**src/rtl/fetch_stage_pkg.sv**
```systemverilog
// Shared CPU definitions: opcode encodings, PC/instruction widths and the
// instruction field positions the fetch stage predecodes.
package fetch_stage_pkg;

    localparam int PC_WIDTH = 8;
    localparam int OP_WIDTH = 16;

    // Opcode lives in [15:12]; immediate / jump target in [11:4]; link reg in [3:0].
    localparam int OPC_MSB = 15;
    localparam int OPC_LSB = 12;
    localparam int TGT_MSB = 11;
    localparam int TGT_LSB = 4;

    typedef enum logic [3:0] {
        OPC_LI    = 4'h1,
        OPC_ADD   = 4'h2,
        OPC_ADDI  = 4'h3,
        OPC_LOAD  = 4'h4,
        OPC_STORE = 4'h5,
        OPC_CMP   = 4'h6,
        OPC_CMPI  = 4'h7,
        OPC_JMP   = 4'h8,
        OPC_JNZ   = 4'h9,
        OPC_JMPR  = 4'hA
    } opcode_e;

endpackage

```
**src/rtl/fetch_stage_if.sv**
```systemverilog
// Fetch-stage bus: instruction-memory port, control inputs from later
// stages and the IF/ID pipeline register outputs.
interface fetch_stage_if #(
    parameter int PC_W = 8,
    parameter int OP_W = 16
);
    logic [PC_W-1:0] pc;
    logic [OP_W-1:0] op;
    logic            stall_i;
    logic            redirect_i;
    logic [PC_W-1:0] redirect_pc_i;
    logic [OP_W-1:0] if_op;
    logic [PC_W-1:0] if_pc;
    logic            if_valid;
    logic            halted;

    // if_valid marks if_op/if_pc as a real instruction. stall_i holds every
    // register (pc and therefore op stay stable); redirect_i overrides stall_i,
    // loads redirect_pc_i and produces exactly one if_valid=0 bubble.
    modport master (
        output pc, if_op, if_pc, if_valid, halted,
        input  op, stall_i, redirect_i, redirect_pc_i
    );

    modport slave (
        input  pc, if_op, if_pc, if_valid, halted,
        output op, stall_i, redirect_i, redirect_pc_i
    );
endinterface

```
**src/rtl/fetch_stage.sv**
```systemverilog
// Instruction fetch stage: owns the PC, registers the fetched opcode into IF/ID,
// folds unconditional JMP with no bubble and detects a self-jump halt.
module fetch_stage
    import fetch_stage_pkg::*;
#(
    parameter int PC_W = PC_WIDTH,
    parameter int OP_W = OP_WIDTH
) (
    input  logic           clk,
    input  logic           rst_n,
    fetch_stage_if.master  bus
);

    logic [PC_W-1:0] pc_q, pc_d;
    logic [OP_W-1:0] ir_q, ir_d;
    logic [PC_W-1:0] ir_pc_q, ir_pc_d;
    logic            ir_valid_q, ir_valid_d;
    logic            halted_q, halted_d;

    logic            is_jmp;
    logic [PC_W-1:0] jmp_tgt;

    assign is_jmp  = (bus.op[OPC_MSB:OPC_LSB] == OPC_JMP);
    assign jmp_tgt = PC_W'(bus.op[TGT_MSB:TGT_LSB]);

    always_comb begin
        pc_d       = pc_q;
        ir_d       = ir_q;
        ir_pc_d    = ir_pc_q;
        ir_valid_d = ir_valid_q;
        halted_d   = halted_q;
        if (bus.redirect_i) begin
            pc_d       = bus.redirect_pc_i;
            ir_valid_d = 1'b0;
            halted_d   = 1'b0;
        end else if (!bus.stall_i) begin
            ir_d       = bus.op;
            ir_pc_d    = pc_q;
            ir_valid_d = 1'b1;
            pc_d       = is_jmp ? jmp_tgt : pc_q + PC_W'(1);
            // A jump to itself never makes progress: park the core.
            if (is_jmp && (jmp_tgt == pc_q)) begin
                halted_d = 1'b1;
            end
        end
    end

    always_ff @(posedge clk or negedge rst_n) begin
        if (!rst_n) begin
            pc_q       <= '0;
            ir_q       <= '0;
            ir_pc_q    <= '0;
            ir_valid_q <= 1'b0;
            halted_q   <= 1'b0;
        end else begin
            pc_q       <= pc_d;
            ir_q       <= ir_d;
            ir_pc_q    <= ir_pc_d;
            ir_valid_q <= ir_valid_d;
            halted_q   <= halted_d;
        end
    end

    assign bus.pc       = pc_q;
    assign bus.if_op    = ir_q;
    assign bus.if_pc    = ir_pc_q;
    assign bus.if_valid = ir_valid_q;
    assign bus.halted   = halted_q;

endmodule

```
**src/flat_wrapper.sv**
```systemverilog
// flat-port wrapper written by rule: the top's interface ports become plain ports
module fetch_stage_flat import fetch_stage_pkg::*;
#(
    parameter int PC_W = PC_WIDTH,
    parameter int OP_W = OP_WIDTH
)
  (clk, rst_n, bus_pc, bus_if_op, bus_if_pc, bus_if_valid, bus_halted, bus_op, bus_stall_i, bus_redirect_i, bus_redirect_pc_i);
  fetch_stage_if #(.PC_W(PC_W), .OP_W(OP_W)) bus_i ();
  input  logic clk;
  input  logic rst_n;
  output wire logic [$bits(bus_i.pc)-1:0] bus_pc;
  output wire logic [$bits(bus_i.if_op)-1:0] bus_if_op;
  output wire logic [$bits(bus_i.if_pc)-1:0] bus_if_pc;
  output wire logic [$bits(bus_i.if_valid)-1:0] bus_if_valid;
  output wire logic [$bits(bus_i.halted)-1:0] bus_halted;
  input wire logic [$bits(bus_i.op)-1:0] bus_op;
  input wire logic [$bits(bus_i.stall_i)-1:0] bus_stall_i;
  input wire logic [$bits(bus_i.redirect_i)-1:0] bus_redirect_i;
  input wire logic [$bits(bus_i.redirect_pc_i)-1:0] bus_redirect_pc_i;
  assign bus_pc = bus_i.pc;
  assign bus_if_op = bus_i.if_op;
  assign bus_if_pc = bus_i.if_pc;
  assign bus_if_valid = bus_i.if_valid;
  assign bus_halted = bus_i.halted;
  assign bus_i.op = bus_op;
  assign bus_i.stall_i = bus_stall_i;
  assign bus_i.redirect_i = bus_redirect_i;
  assign bus_i.redirect_pc_i = bus_redirect_pc_i;
  fetch_stage #(.PC_W(PC_W), .OP_W(OP_W)) u_core (.clk(clk), .rst_n(rst_n), .bus(bus_i));
endmodule
```
**config.mk**
```make
export PLATFORM = sky130hd
export DESIGN_NAME = fetch_stage_flat
export DESIGN_NICKNAME = d
export VERILOG_FILES = /design/src/rtl/fetch_stage_pkg.sv /design/src/rtl/fetch_stage_if.sv /design/src/rtl/fetch_stage.sv /design/src/flat_wrapper.sv
export SDC_FILE = /design/constraint.sdc
export NUM_CORES = 1
export LEC_CHECK = 0
export CAP_MARGIN = 20
export CORE_ASPECT_RATIO = 1.4
export CORE_MARGIN = 8
export CORE_UTILIZATION = 35
export DETAILED_ROUTE_END_ITERATION = 8
export PLACE_DENSITY = 0.67
export RECOVER_POWER = 50
export SLEW_MARGIN = 30
export SYNTH_ARGS = -nofsm -noshare
export SYNTH_HDL_FRONTEND = slang
export SYNTH_SLANG_ARGS = --single-unit
```
**constraint.sdc**
```tcl
create_clock -name clk -period 2.3 [get_ports clk]
set_clock_uncertainty 0.1 [all_clocks]
set_input_delay 0.46 -clock clk [delete_from_list [all_inputs] [get_ports clk]]
set_output_delay 0.46 -clock clk [all_outputs]
set_load 0.01 [all_outputs]
```
Yosys cells after proc, flatten, opt, wreduce, memory -nomap -nowiden --
Index checks and enable logic that the tools add are counted.
Cells by class: add/sub/neg operators 1, equal/unequal tests 3, mux-type cells 8, bitwise gates (word level) 2, reduce and logical (&&, ||, !) cells 4
Operators by type and width (number):
- 8-bit 2-to-1 mux | 3
- 8-bit by 1-bit adder with 8-bit output (second input constant) | 1
- 8-bit equality test | 1
- 1-bit 2-to-1 mux | 5
- 4-bit equality test (second input constant) | 1
- 2-bit AND reduction | 2
- 2-bit by 1-bit != test with 1-bit output (second input constant) | 1
- 1-bit NOT | 2
- 2-bit nonzero test | 1
- 1-bit logical AND | 1
Storage, ports and cells: register bits after elaboration 34, bits of input ports 28, output and inout bits 34, logic and storage cells 23

Logic depth before layout (Yosys ltp) --
Gate-level depths: netlist of run 1.
depth in word-level cells 5, mapped depth 6, depth with buffers taken out 5

Least setup slack after synthesis of run 1 --
OpenSTA, ideal clock, no wires.
kind input -> register, start point input bus_op[14], end point register u_core.pc_q[1], in the netlist u_core.bus.pc[1], setup time 0.132 ns, arrival 1.527 ns, required time 2.068 ns, slack 0.541 ns, stages 4, buffers on the path 0, path through nor4b_2 -> mux2_1 -> mux2i_1 -> o21ai_1
On the way: longest elaborated chain between the ends 4
Ends and longest elaborated chain:
- start, declared | line flat_wrapper.sv:16 | input wire logic [$bits(bus_i.op)-1:0] bus_op;
- 4-bit equality test | line fetch_stage.sv:23 | assign is_jmp = (bus.op[OPC_MSB:OPC_LSB] == OPC_JMP);
- 8-bit 2-to-1 mux | line fetch_stage.sv:40 | pc_d = is_jmp ? jmp_tgt : pc_q + PC_W'(1);
- 8-bit 2-to-1 mux | line fetch_stage.sv:36 | end else if (!bus.stall_i) begin
- 8-bit 2-to-1 mux | line fetch_stage.sv:32 | if (bus.redirect_i) begin
- end signal, assigned | line fetch_stage.sv:56 | pc_q <= pc_d;
- end, declared | line fetch_stage.sv:14 | logic [PC_W-1:0] pc_q, pc_d;
No other way between the ends. The select of a mux whose other input is x is not followed. A chain may end at the register's enable or synchronous reset.

Worst setup path after layout of run 1 --
start point input bus_op[14], end point register u_core.pc_q[7], in the netlist u_core.bus.pc[7]
The elaborated chain is that of the path after synthesis.

==> results.py, run 1 <==
metrics = {
    "outcome": {
        "status": "finished clean",
    },
    "hold_path": {
        "hold_path.class": "register to register",
    },
    "clocking": {
        "clockRootBuffer": "clkbuf_8",
        "clk_pin_slew_ps": 60,
        "cts_buffers": 5,
        "post-cts-setup-buffers": 0,
        "holdBufCountCts": 0,
        "clock_sinks": 34,
        "cts_tree": "built",
        "clock_latency_ps": 280,
        "post_cts_resize_count": 0,
        "ctsLongestPathBuffers": 2,
        "h-tree-depth": 2,
    },
    "timing": {
        "timing.final.crit_share_pct": 88.7,
        "worst_slew_pin_slew_ps": 853,
        "worst_slack_ps": 259,
        "drv_slew": 0,
        "holdWs_ps": 404,
        "hold_viol": 0,
        "min_period_ps": 2040,
        "rsz0062_at_grt": "no",
        "clock.fmax_ghz": 0.490,
        "slew_headroom_pct": 43.1,
        "setup_viol": 0,
    },
    "routing": {
        "ant_nets": 0,
        "drt-pass1-iter-count": 4,
        "drcViolationCount": 0,
        "dr_total_vias": 1322,
        "vias_per_cell": 4.90,
        "wl_per_cell_um": 16.5,
        "initialDrtViolationCount": 68,
        "wl_um": 4460,
    },
    "setup_path": {
        "slowest_stage": "or4b_1",
        "cp.required_ps": 2370,
        "cp_max_fo": 7,
        "slowest_delay_ps": 670,
        "worstSetupEndpointType": "register",
        "path_cells": "clkdlybuf4s50_1 -> or4b_1 -> o21ai_0 -> a31oi_1 -> a211o_1",
        "path_class": "input pin to register",
        "crit_path_start_kind": "input pin",
        "cp.arrival_ps": 2110,
    },
    "cells_and_area": {
        "final_cell_mix": "clkdlybuf4s50_1, dfrtp_1, mux2_2",
        "area_delta_synth_final_pct": 47.5,
        "final_common_cell": "clkdlybuf4s50_1",
        "fillers": 440,
        "fin_area_um2": 2390,
        "nNetsFinal": 237,
        "drive_gt1_share_pct": 17.3,
        "antenna_cells": 0,
    },
    "place": {
        "port_buffers": 61,
        "hpwl_um": 3390,
        "place_congestion": 0.793,
        "pre_cts_ws_ps": -17.4,
        "placed_area_um2": 2330,
    },
    "die": {
        "die_x_um": 73.5,
        "initial_core_util_pct": 36.0,
        "core_area_um2": 4500,
        "die_h_um": 96.5,
        "io_pins": 62,
        "num_rows": 29,
        "die_area_um2": 7090,
    },
    "yosys": {
        "synth_top_area_share_pct": 52.5,
        "syn_area_um2": 1620,
        "async_flop_share_pct": 100,
        "ys_warn_count": 0,
        "synth_cell_types": 32,
        "yosysTopAreaCell": "dfrtp_1",
        "ys_seq_elements": 34,
        "synth-edff-count": 0,
        "synthesis.nets": 171,
        "ys.flop_type": "dfrtp_1",
        "seq_area_frac_synth_pct": 52.5,
        "synth_area_leaders": "dfrtp_1, mux2_2, xor2_1",
        "syn_inst": 142,
        "synth.avg_cell_area_um2": 11.4,
    },
    "power": {
        "peakVddDrop_uv": 422,
        "p_total_mw": 1.64,
        "p_per_area_nw_per_um2": 687,
        "leakagePower_nw": 0.972,
    },
    "global_routing": {
        "grt.overflow.total": 0,
        "antenna_found_initial": 0,
        "grt_util_all_layers_pct": 13.6,
        "grt_pass1_vias": 1471,
        "grt_first_pass_wirelength_um": 7390,
        "grt_max_degree": 35,
    },
    "run": {
        "maxCapViolCount": 0,
    },
}
[per-stage QoR]
step / util, % / TNS [ps] / std cells
6_report: 53.1 / 0 / 270
5_1_grt: 53.1 / 0 / 270
4_1_cts: 53.4 / 0 / 270
3_5_place_dp: 51.7 / -17.4 / 263
3_3_place_gp: 51.7 / 0 / 263
2_1_floorplan: - / 0 / 142
[flip-flops by register name (all words and copies together) (netlist names)]
| register | flops |
|---|---|
| u_core.bus.halted | 1 |
| u_core.bus.if_op | 16 |
| u_core.bus.if_pc | 8 |
| u_core.bus.if_valid | 1 |
| u_core.bus.pc | 8 |
[report_power, final]
part           switching [mW]  leakage (nW)  internal (mW)  total [mW]
clock network           0.202        0.0383          0.208       0.410
logic                   0.181         0.527          0.290       0.471
registers              0.0746         0.407          0.686       0.761
total                   0.458         0.972           1.18        1.64
[worst paths after layout]
check,start,end,slack (ps),depth (start not counted)
worst max-delay path,bus_op[14],u_core.bus.pc[7],260,5
worst min-delay path,u_core.bus.if_op[11],u_core.bus.if_op[11],400,1
worst max register to register,u_core.bus.pc[0],u_core.bus.pc[1],770,4
worst min register to register,u_core.bus.if_op[11],u_core.bus.if_op[11],400,1
max in group asynchronous,rst_n,u_core.bus.if_op[11],840,2
min in group asynchronous,rst_n,u_core.bus.if_op[10],720,2
[cell usage after synthesis (3+ instances only)]
cell,instances
a21oi_1,3
a31oi_1,3
buf_2,3
clkbuf_1,5
dfrtp_1,34
mux2_2,24
nand2_1,9
nand3_1,5
nor2_1,12
o21ai_0,8
xor2_1,10
[layer usage]
| metal | part of all wire (%) | vias to the layer above | routed length (um) | track usage, % |
|---|---|---|---|---|
| li1 | - | 631 | - | - |
| met1 | 39 | 640 | 1720 | 13.5 |
| met2 | 52 | 40 | 2330 | 24.8 |
| met3 | 6.1 | 11 | 271 | 3.72 |
| met4 | 3.1 | 0 | 136 | 8.19 |
| met5 | 0 | - | 0 | 0 |
[logic make-up (layout without fill, tap and decap cells)]
family	Yosys count	count (layout)	share of synthesized area (%)
muxes	26	26	18.0
AOI/OAI and AO/OA	22	22	8.26
buffers and inverters	10	76	2.55
xor gates and xnor gates	12	12	6.49
adders and majority gates	1	1	0.772
DFF	34	34	52.5
and+or+nand+nor	37	37	11.4
[layout make-up]
type	instances	area, um^2	area share (%)
Clock buffer	7	76.3	3.19
Timing Repair Buffer	68	651	27.2
Sequential cell	34	851	35.6
Inverter	1	3.75	0.157
Tap cell	62	77.6	3.25
Multi-Input combinational cell	98	731	30.6
[worst max-delay path, delay by kind of cell]
family / cells / cell delay (ps)
and+or+nand+nor: 1 / 670
AOI/OAI and AO/OA: 3 / 520
buffers and inverters: 1 / 450
Note: power is estimated with default switching activity, not from simulation.
==> run 2: changes to the inputs <==
PLACE_DENSITY = 0.7   (was 0.67)
SETUP_SLACK_MARGIN = 0.1   (was default)
clock period = 1.8 ns   (was 2.3 ns; I/O delays follow)
==> results.py, run 2 (synthesis results as in run 1) <==
metrics = {
    "setup_path": {
        "rr_startpoint": "u_core.bus.pc[0]",
        "cp_max_fo": 2,
        "cp.required_ps": 1340,
        "slowest_delay_ps": 560,
        "path_class": "register to output port",
        "crit_path_start_kind": "register",
        "critPathBufInv": 1,
        "worstSetupEndpointType": "output port",
        "r2r_slack_ps": 270,
        "reg2reg_depth": 5,
        "worstReg2RegEnd": "u_core.bus.pc[1]",
        "cp.arrival_ps": 1190,
        "path_cells": "clkdlybuf4s50_1",
        "critPathTopFamily": "buffers and inverters",
        "slowest_stage": "clkdlybuf4s50_1",
    },
    "clocking": {
        "clockRootBuffer": "clkbuf_8",
        "cts_buffers": 5,
        "cts_tree": "built",
        "clock_latency_ps": 280,
        "h-tree-depth": 2,
        "clk_pin_slew_ps": 60,
        "ctsLongestPathBuffers": 2,
        "clock_sinks": 34,
    },
    "timing": {
        "rsz0062_at_grt": "no",
        "fin_tns_setup_ps": 0,
        "drv_slew": 0,
        "worst_slack_ps": 150,
        "slew_headroom_pct": 41.9,
        "timing.final.crit_share_pct": 91.7,
        "setup_viol": 0,
        "holdWs_ps": 381,
        "hold_viol": 0,
        "clock.fmax_ghz": 0.606,
        "min_period_ps": 1650,
        "worst_slew_pin_slew_ps": 871,
    },
    "routing": {
        "initialDrtViolationCount": 65,
        "wl_per_cell_um": 16.1,
        "dr_total_vias": 1367,
        "vias_per_cell": 4.94,
        "drcViolationCount": 0,
        "drt-pass1-iter-count": 4,
        "ant_nets": 0,
        "wl_um": 4450,
    },
    "cells_and_area": {
        "antenna_cells": 0,
        "largest_reg_flops": 16,
        "nNetsFinal": 245,
        "final_util_pct": 54.9,
        "final_common_cell": "clkdlybuf4s50_1",
        "drive_gt1_share_pct": 23.7,
        "final_cell_mix": "clkdlybuf4s50_1, dfrtp_1, mux2_2",
        "area_delta_synth_final_pct": 52.4,
    },
    "die": {
        "die_h_um": 96.5,
        "initial_core_util_pct": 36.0,
        "core_area_um2": 4500,
        "num_rows": 29,
        "die_area_um2": 7090,
        "io_pins": 62,
        "die_x_um": 73.5,
    },
    "global_routing": {
        "antenna_found_initial": 0,
        "grt.overflow.total": 0,
        "grt_util_all_layers_pct": 13.0,
        "grt_max_degree": 35,
        "grt_first_pass_wirelength_um": 7090,
        "grt_pass1_vias": 1404,
    },
    "place": {
        "port_buffers": 61,
        "pre_cts_ws_ps": -401,
        "hpwl_um": 3210,
        "place_congestion": 0.851,
    },
    "power": {
        "peakVddDrop_uv": 462,
        "leakagePower_nw": 1.04,
        "p_per_area_nw_per_um2": 864,
    },
    "outcome": {
        "status": "finished clean",
    },
    "hold_path": {
        "hold_path_depth": 2,
        "hold_end": "u_core.bus.if_op[15]",
        "holdCritStartpoint": "bus_op[15]",
        "hold_path.class": "input pin to register",
    },
    "run": {
        "maxCapViolCount": 0,
    },
}
==> run 2: cell types whose count changed in the layout (fill, tap and decap cells not counted), moves of 4 or more <==
cell and change:
buf_4 +9, clkbuf_1 -4, clkdlybuf4s50_1 -8, dlygate4sd2_1 +8
==> run 2: worst max path at each step <==
stage                      startpoint              endpoint  cells past startpoint
floorplan                  bus_op[14]      u_core.bus.pc[1]                      4
global placement           bus_op[14]     u_core.bus.halted                      5
detailed placement         bus_op[14]      u_core.bus.pc[7]                      5
CTS                 u_core.bus.halted            bus_halted                      1
global route           bus_redirect_i  u_core.bus.if_op[13]                      4
finish              u_core.bus.halted            bus_halted                      1
==> run 2: report_power, final <==
part / switching, mW / internal (mW)
combinational: 0.262 / 0.386
clock: 0.241 / 0.294
sequential: 0.0723 / 0.878
total: 0.576 / 1.56
==> run 2: what timing repair did <==
action                                 4_1_cts  5_1_grt
pin swaps                                    3        0
gates cloned                                 0        0
buffers inserted                             2        0
setup endpoints to repair                   14        1
endpoints found under the hold margin       34        0
hold buffers                                 1        0
gates resized for setup                     17        1
==> run 2: final cells by class <==
class                   instances  area (um^2)
inverters                       1         3.75
clock buffers                   6         82.6
flip-flops and latches         34          852
multi-input cells              98          747
fillers                       435         2030
repair buffers                 76          706
well taps                      62         77.6
==> run 2: metal layers <==
layer  share of wire (%)  GRT usage, %
met3                 5.1          3.51
met1                  42          14.3
met4                 1.0          6.35
met5                   0             0
met2                  52          22.5
==> run 2: stage by stage <==
step	total power [mW]	area, um^2	instances
after floorplan	1.22	1620	142
after global placement	1.61	2370	268
after detailed placement	1.62	2370	268
after CTS	2.18	2490	277
after global routing	2.26	2470	277
final	2.13	2470	277
